==> src/rtl/cache_mem_arbiter.sv <==
// rtl/cache_mem_arbiter.sv - round-robin arbiter sharing one pmem line port between icache and dcache
module cache_mem_arbiter #(
    parameter int ADDR_WIDTH = 32,
    parameter int LINE_WIDTH = 256
) (
    input  logic                  clk,
    input  logic                  rst,
    input  logic [ADDR_WIDTH-1:0] i_address,
    input  logic [LINE_WIDTH-1:0] i_wdata,
    input  logic                  i_read,
    input  logic                  i_write,
    output logic [LINE_WIDTH-1:0] i_rdata,
    output logic                  i_resp,
    input  logic [ADDR_WIDTH-1:0] d_address,
    input  logic [LINE_WIDTH-1:0] d_wdata,
    input  logic                  d_read,
    input  logic                  d_write,
    output logic [LINE_WIDTH-1:0] d_rdata,
    output logic                  d_resp,
    output logic [ADDR_WIDTH-1:0] pmem_address,
    output logic [LINE_WIDTH-1:0] pmem_wdata,
    output logic                  pmem_read,
    output logic                  pmem_write,
    input  logic [LINE_WIDTH-1:0] pmem_rdata,
    input  logic                  pmem_resp,
    output logic [31:0]           i_count,
    output logic [31:0]           d_count
);

    typedef enum logic [1:0] {
        IDLE   = 2'd0,
        I_BUSY = 2'd1,
        D_BUSY = 2'd2,
        RESP   = 2'd3
    } state_t;

    // last_grant encoding; it also names the owner during I_BUSY/D_BUSY/RESP
    localparam logic GRANT_I = 1'b0;
    localparam logic GRANT_D = 1'b1;

    state_t                state_q, state_d;
    logic                  last_grant_q, last_grant_d;
    logic [ADDR_WIDTH-1:0] addr_q, addr_d;
    logic [LINE_WIDTH-1:0] wdata_q, wdata_d;
    logic                  write_q, write_d;
    logic [LINE_WIDTH-1:0] rdata_q, rdata_d;
    logic [31:0]           i_count_q, i_count_d;
    logic [31:0]           d_count_q, d_count_d;

    logic i_req;
    logic d_req;
    logic pick_d;
    logic busy;

    assign i_req  = i_read | i_write;
    assign d_req  = d_read | d_write;
    // dcache wins when alone, or on a tie when icache was served last
    assign pick_d = d_req & (~i_req | (last_grant_q == GRANT_I));
    assign busy   = (state_q == I_BUSY) || (state_q == D_BUSY);

    // State register
    always_ff @(posedge clk) begin
        if (rst) begin
            state_q <= IDLE;
        end else begin
            state_q <= state_d;
        end
    end

    // Next-state logic
    always_comb begin
        state_d = state_q;
        unique case (state_q)
            IDLE: begin
                if (i_req || d_req) begin
                    state_d = pick_d ? D_BUSY : I_BUSY;
                end
            end
            I_BUSY, D_BUSY: begin
                if (pmem_resp) begin
                    state_d = RESP;
                end
            end
            RESP: begin
                state_d = IDLE;
            end
            default: begin
                state_d = IDLE;
            end
        endcase
    end

    // Grant latch, returned line and completion counters
    always_ff @(posedge clk) begin
        if (rst) begin
            last_grant_q <= GRANT_I;
            addr_q       <= '0;
            wdata_q      <= '0;
            write_q      <= 1'b0;
            rdata_q      <= '0;
            i_count_q    <= '0;
            d_count_q    <= '0;
        end else begin
            last_grant_q <= last_grant_d;
            addr_q       <= addr_d;
            wdata_q      <= wdata_d;
            write_q      <= write_d;
            rdata_q      <= rdata_d;
            i_count_q    <= i_count_d;
            d_count_q    <= d_count_d;
        end
    end

    // Latch the winner's request at grant; capture pmem data and count on completion
    always_comb begin
        last_grant_d = last_grant_q;
        addr_d       = addr_q;
        wdata_d      = wdata_q;
        write_d      = write_q;
        rdata_d      = rdata_q;
        i_count_d    = i_count_q;
        d_count_d    = d_count_q;
        if ((state_q == IDLE) && (i_req || d_req)) begin
            last_grant_d = pick_d ? GRANT_D : GRANT_I;
            addr_d       = pick_d ? d_address : i_address;
            wdata_d      = pick_d ? d_wdata : i_wdata;
            // write has priority if a requester raises both strobes
            write_d      = pick_d ? d_write : i_write;
        end
        if (busy && pmem_resp) begin
            rdata_d = pmem_rdata;
            if (state_q == I_BUSY) begin
                i_count_d = i_count_q + 32'd1;
            end else begin
                d_count_d = d_count_q + 32'd1;
            end
        end
    end

    // Outputs decoded purely from registered state
    always_comb begin
        pmem_address = addr_q;
        pmem_wdata   = wdata_q;
        pmem_read    = busy & ~write_q;
        pmem_write   = busy & write_q;
        i_resp       = 1'b0;
        d_resp       = 1'b0;
        i_rdata      = '0;
        d_rdata      = '0;
        if (state_q == RESP) begin
            if (last_grant_q == GRANT_I) begin
                i_resp  = 1'b1;
                i_rdata = rdata_q;
            end else begin
                d_resp  = 1'b1;
                d_rdata = rdata_q;
            end
        end
        i_count = i_count_q;
        d_count = d_count_q;
    end

endmodule

==> config.mk <==
export PLATFORM = sky130hd
export DESIGN_NAME = cache_mem_arbiter
export DESIGN_NICKNAME = d
export VERILOG_FILES = /design/src/rtl/cache_mem_arbiter.sv
export SDC_FILE = /design/constraint.sdc
export NUM_CORES = 2
export LEC_CHECK = 0
export ABC_AREA = 0
export CAP_MARGIN = 0
export CORE_AREA = 2 2 657 659
export DETAILED_ROUTE_END_ITERATION = 7
export DIE_AREA = 0 0 659 661
export SYNTH_ARGS = -nofsm -noshare
export SYNTH_HDL_FRONTEND = slang
export SYNTH_SLANG_ARGS = --single-unit
==> constraint.sdc <==
create_clock -name clk -period 2.3 [get_ports clk]
set_clock_uncertainty 0.2 [all_clocks]
set_input_delay 0.23 -clock clk [delete_from_list [all_inputs] [get_ports clk]]
set_output_delay 0.23 -clock clk [all_outputs]
set_load 0.05 [all_outputs]
==> summary.md <==
For this run, the number of Yosys warnings is 0. The power density over the cells is 933 nW/µm², and the count of flip-flops with a built-in enable after synthesis is 0. Once the floorplan was initialized, standard cells occupied 6.46% of the core. Sequential elements use 44.2% of the synthesized area. The worst setup path is launched from a flop. The logs give -0.710 ns for the slack of the critical path and 12300 for the post-route non-filler standard cell count. The first routing iteration left 3576 violations.

The mapped cell area was 27700 µm²; the maximum fanout along the worst path was 8. In this run the horizontal extent of the chip is 659 µm. The worst setup path is captured at an output pin. Timing analysis after detailed placement gives a worst setup slack of -0.514 ns. Setup repair after global routing could not meet its margin everywhere.

In the post-synthesis netlist, the biggest area contributors are sky130_fd_sc_hd__dfxtp_1, sky130_fd_sc_hd__nand2_1, sky130_fd_sc_hd__a311oi_1. The clock drives 612 sinks. Counting along the longest clock path gives a buffer depth of 4. The logs give 0 for the overflow left after global routing and 384 mm for the final wirelength. The tools report the maximum clock frequency as 0.332 GHz.

The via count of the first global-routing pass came out at 38700. The critical setup path kind is flop to output pin. Entering global routing, the biggest net connects 108 pins. Detailed placer's ending HPWL: 319 mm. TritonCTS built the clock tree.

The H-tree was split into 3 levels. The time the worst path needs with I/O delays and setup is 3.01 ns. The placeable core region is 429000 µm², and the max-capacitance violation count is 0.

The path class of the tightest hold or removal check is primary input to flop. Traced cell by cell, the critical path runs through buf_6 > ha_4 > nor2b_4 > buf_6 > buf_12 > buf_16 > buf_8 > and2_4 > buf_12. Global routing used 16.2% of the available tracks.

VDD sags by at most 0.706 mV. The floorplan has 241 rows. For this run, design rule violations remaining after detail routing come to 0. During placement, the flow inserted port buffers numbering 1706.

The run finished, with violations left. The number of register bits inferred by synthesis came out at 612. Adding up every negative setup slack in the final design gives -376.29 ns. The hold violation total from the final report is 0. The slowest stage of the critical path is the sky130_fd_sc_hd__dfxtp_2 cell. At the worst endpoint, the required time is 1.87 ns.

After clock tree synthesis, the clock-pin slew on the worst setup and hold paths is 0.06 ns. The logs give 248 for the number of antenna violations at the first check in global routing and 436000 µm² for the die area. The synthesized netlist net count was 4561. The number of routed nets with antenna violations is 0.

For the worst setup path, the data arrival time is 2.58 ns. The synthesized netlist contains 40 unique library cells. The via total after detailed routing was 41700; the delay of the slowest critical-path stage was 0.35 ns.

Compared with the post-synthesis result, the final layout area differs by 171%. The top cell type by area accounts for 44.2% of the synthesized area. The final-report setup violation count was 820. Post-placement cell count: 11000. For this run, the leading register cell type out of synthesis is sky130_fd_sc_hd__dfxtp_1.

In the finished design, the share of the clock period the worst path needs comes to 131%. Dividing the synthesized area by the synthesized cell count gives 7.46 µm². Clock latency on the worst-skew pair, taken at its later pin, is 0.84 ns.

For this design the static power due to leakage is 29.4 nW. The first global-routing pass estimated 451 mm of wire. Proportion of layout cells with a drive suffix above 1: 30.0%. The checks that failed: setup timing.

The height of the die works out to 661 µm. The cell taking the most area after synthesis is sky130_fd_sc_hd__dfxtp_1. Top-level I/O count: 1707. The root buffer cell chosen for the clock tree is sky130_fd_sc_hd__clkbuf_16.

The synthesized instance count was 3716; the relative slew slack was 48.9%. The share of flip-flops with an asynchronous set or reset was 0%; the number of buffers inserted during clock tree synthesis was 85. The run gives 0 as the number of pins exceeding their max-slew limit in the final report. Dividing the detail-routed wire length by the instance count gives 31.1 µm.

The number of vias per cell was 3.38. Before antenna repair, the detailed router went through 6 iterations. For the routability-driven placement congestion ratio, the log shows 1.05.

The slew of the pin with the lowest slew margin was 0.767 ns; the final net count was 7213.
[stage by stage]
step / instance area (µm²) / hold slack [ns] / power [mW] / util (%)
final: 75000 / 0.0798 / 69.9 / 17.5
after global routing: 74900 / 0.0625 / 73.0 / 17.4
after CTS: 70100 / 0.00507 / 67.5 / 16.3
after detailed placement: 57800 / 0.254 / 50.6 / 13.5
after global placement: 57800 / 0.247 / 50.5 / 13.5
after floorplan: 27800 / 0.166 / 31.7 / -
[routing by layer]
layer  global-route usage [%]  up-vias  part of all wire, %  wire length, µm
met5                        0        -                 0.24              929
met1                     15.8    20000                   32           125000
li1                         -    18200                    -                -
met4                     7.71      118                  6.2            23600
met3                     6.29      864                  9.6            37000
met2                     29.8     2451                   51           197000
[cell type report]
type,count,area (µm²)
fill,47400,354000
timing repair buffer,2918,35600
multi-input combinational,2738,16500
sequential,612,12300
tap,5710,7140
clock buffer,114,2450
antenna,208,520
clock inverter,35,388
inverter,13,53.8
[layout by cell type, fill, tap and decap left out, types with 14 or more instances in the layout]
cell type | Yosys | routed
sky130_fd_sc_hd__nor2_1 | 319 | 319
sky130_fd_sc_hd__buf_4 | 1 | 431
sky130_fd_sc_hd__clkbuf_16 | 0 | 134
sky130_fd_sc_hd__dlymetal6s2s_1 | 0 | 80
sky130_fd_sc_hd__clkbuf_8 | 0 | 17
sky130_fd_sc_hd__a21oi_1 | 298 | 237
sky130_fd_sc_hd__and2_1 | 260 | 37
sky130_fd_sc_hd__clkinv_2 | 0 | 14
sky130_fd_sc_hd__nand4_1 | 17 | 17
sky130_fd_sc_hd__nand3_1 | 21 | 21
sky130_fd_sc_hd__buf_8 | 0 | 26
sky130_fd_sc_hd__a21oi_2 | 0 | 61
sky130_fd_sc_hd__clkdlybuf4s50_1 | 0 | 844
sky130_fd_sc_hd__dlygate4sd3_1 | 0 | 832
sky130_fd_sc_hd__nand2_1 | 1118 | 1068
sky130_fd_sc_hd__diode_2 | 0 | 208
sky130_fd_sc_hd__and3_4 | 0 | 178
sky130_fd_sc_hd__dfxtp_1 | 612 | 573
sky130_fd_sc_hd__o31ai_1 | 22 | 19
sky130_fd_sc_hd__or4_4 | 1 | 19
sky130_fd_sc_hd__and3_1 | 261 | 72
sky130_fd_sc_hd__dfxtp_2 | 0 | 29
sky130_fd_sc_hd__a311oi_1 | 288 | 288
sky130_fd_sc_hd__nand2_4 | 0 | 37
sky130_fd_sc_hd__buf_12 | 0 | 597
sky130_fd_sc_hd__buf_6 | 0 | 37
sky130_fd_sc_hd__and2_4 | 0 | 223
sky130_fd_sc_hd__buf_16 | 0 | 22
[worst paths after layout]
path,from,end,slack [ns],cells after the start
worst min register to register,rdata_q[249],rdata_q[249],0.27,2
worst min-delay path,i_read,write_q,0.08,3
worst max-delay path,state_q[0],i_rdata[6],-0.71,9
worst max register to register,state_q[1],i_count[22],-0.40,10
[report_power, final]
part	internal [mW]	switching, mW	leakage [nW]
sequential	13.9	3.14	5.05
clock	8.15	5.90	1.39
combinational	12.4	26.4	23.0
[cell families (layout without fill, tap and decap cells)]
logic type	count (synthesis)	count (layout)	share of synthesized area, %
other	0	208	0
xor gates and xnor gates	17	17	0.537
and+or+nand+nor	2076	2076	34.1
AOI/OAI and AO/OA	629	629	15.5
muxes	10	10	0.406
adders and majority gates	6	6	0.271
DFF	612	612	44.2
buffers and inverters	366	3080	4.99
[registers in the layout, summed over array words and instances (netlist names)]
signal and cells:
write_q 1, pmem_wdata 256, i_count 32, rdata_q 256, state_q 2, last_grant_q 1
d_count 32, pmem_address 32
[timing repair]
| action | 4_1_cts | 5_1_grt |
|---|---|---|
| setup buffers | 17 | 60 |
| gates cloned | 11 | 61 |
| pin swaps | 6 | 99 |
| hold buffers | 832 | 0 |
| endpoints found under the setup margin | 707 | 908 |
| hold endpoints to repair | 575 | 0 |
| resized for setup | 190 | 705 |
[worst max-delay path: cells and delay by family (launching register included)]
kind	cells	cell delay, ns
buf+inv	6	0.82
flops	1	0.35
simple gates	2	0.35
fa+ha+maj	1	0.16
[synthesized netlist by cell type (2+ instances only)]
cell / count
sky130_fd_sc_hd__clkbuf_1: 344
sky130_fd_sc_hd__and2_1: 260
sky130_fd_sc_hd__buf_2: 5
sky130_fd_sc_hd__nand4_1: 17
sky130_fd_sc_hd__nand2b_1: 3
sky130_fd_sc_hd__nand2_1: 1118
sky130_fd_sc_hd__nand3_1: 21
sky130_fd_sc_hd__nor2_1: 319
sky130_fd_sc_hd__xnor2_1: 6
sky130_fd_sc_hd__a311oi_1: 288
sky130_fd_sc_hd__buf_1: 3
sky130_fd_sc_hd__and4_1: 8
sky130_fd_sc_hd__inv_1: 13
sky130_fd_sc_hd__o21ai_0: 15
sky130_fd_sc_hd__o31ai_1: 22
sky130_fd_sc_hd__dfxtp_1: 612
sky130_fd_sc_hd__xor2_1: 11
sky130_fd_sc_hd__or4_1: 24
sky130_fd_sc_hd__a21oi_1: 298
sky130_fd_sc_hd__mux2_2: 10
sky130_fd_sc_hd__or3_1: 14
sky130_fd_sc_hd__and3_1: 261
sky130_fd_sc_hd__or2_2: 2
sky130_fd_sc_hd__ha_1: 6
sky130_fd_sc_hd__nor2b_1: 11
sky130_fd_sc_hd__nor4_1: 11
Power figures use the tool's default switching activity.
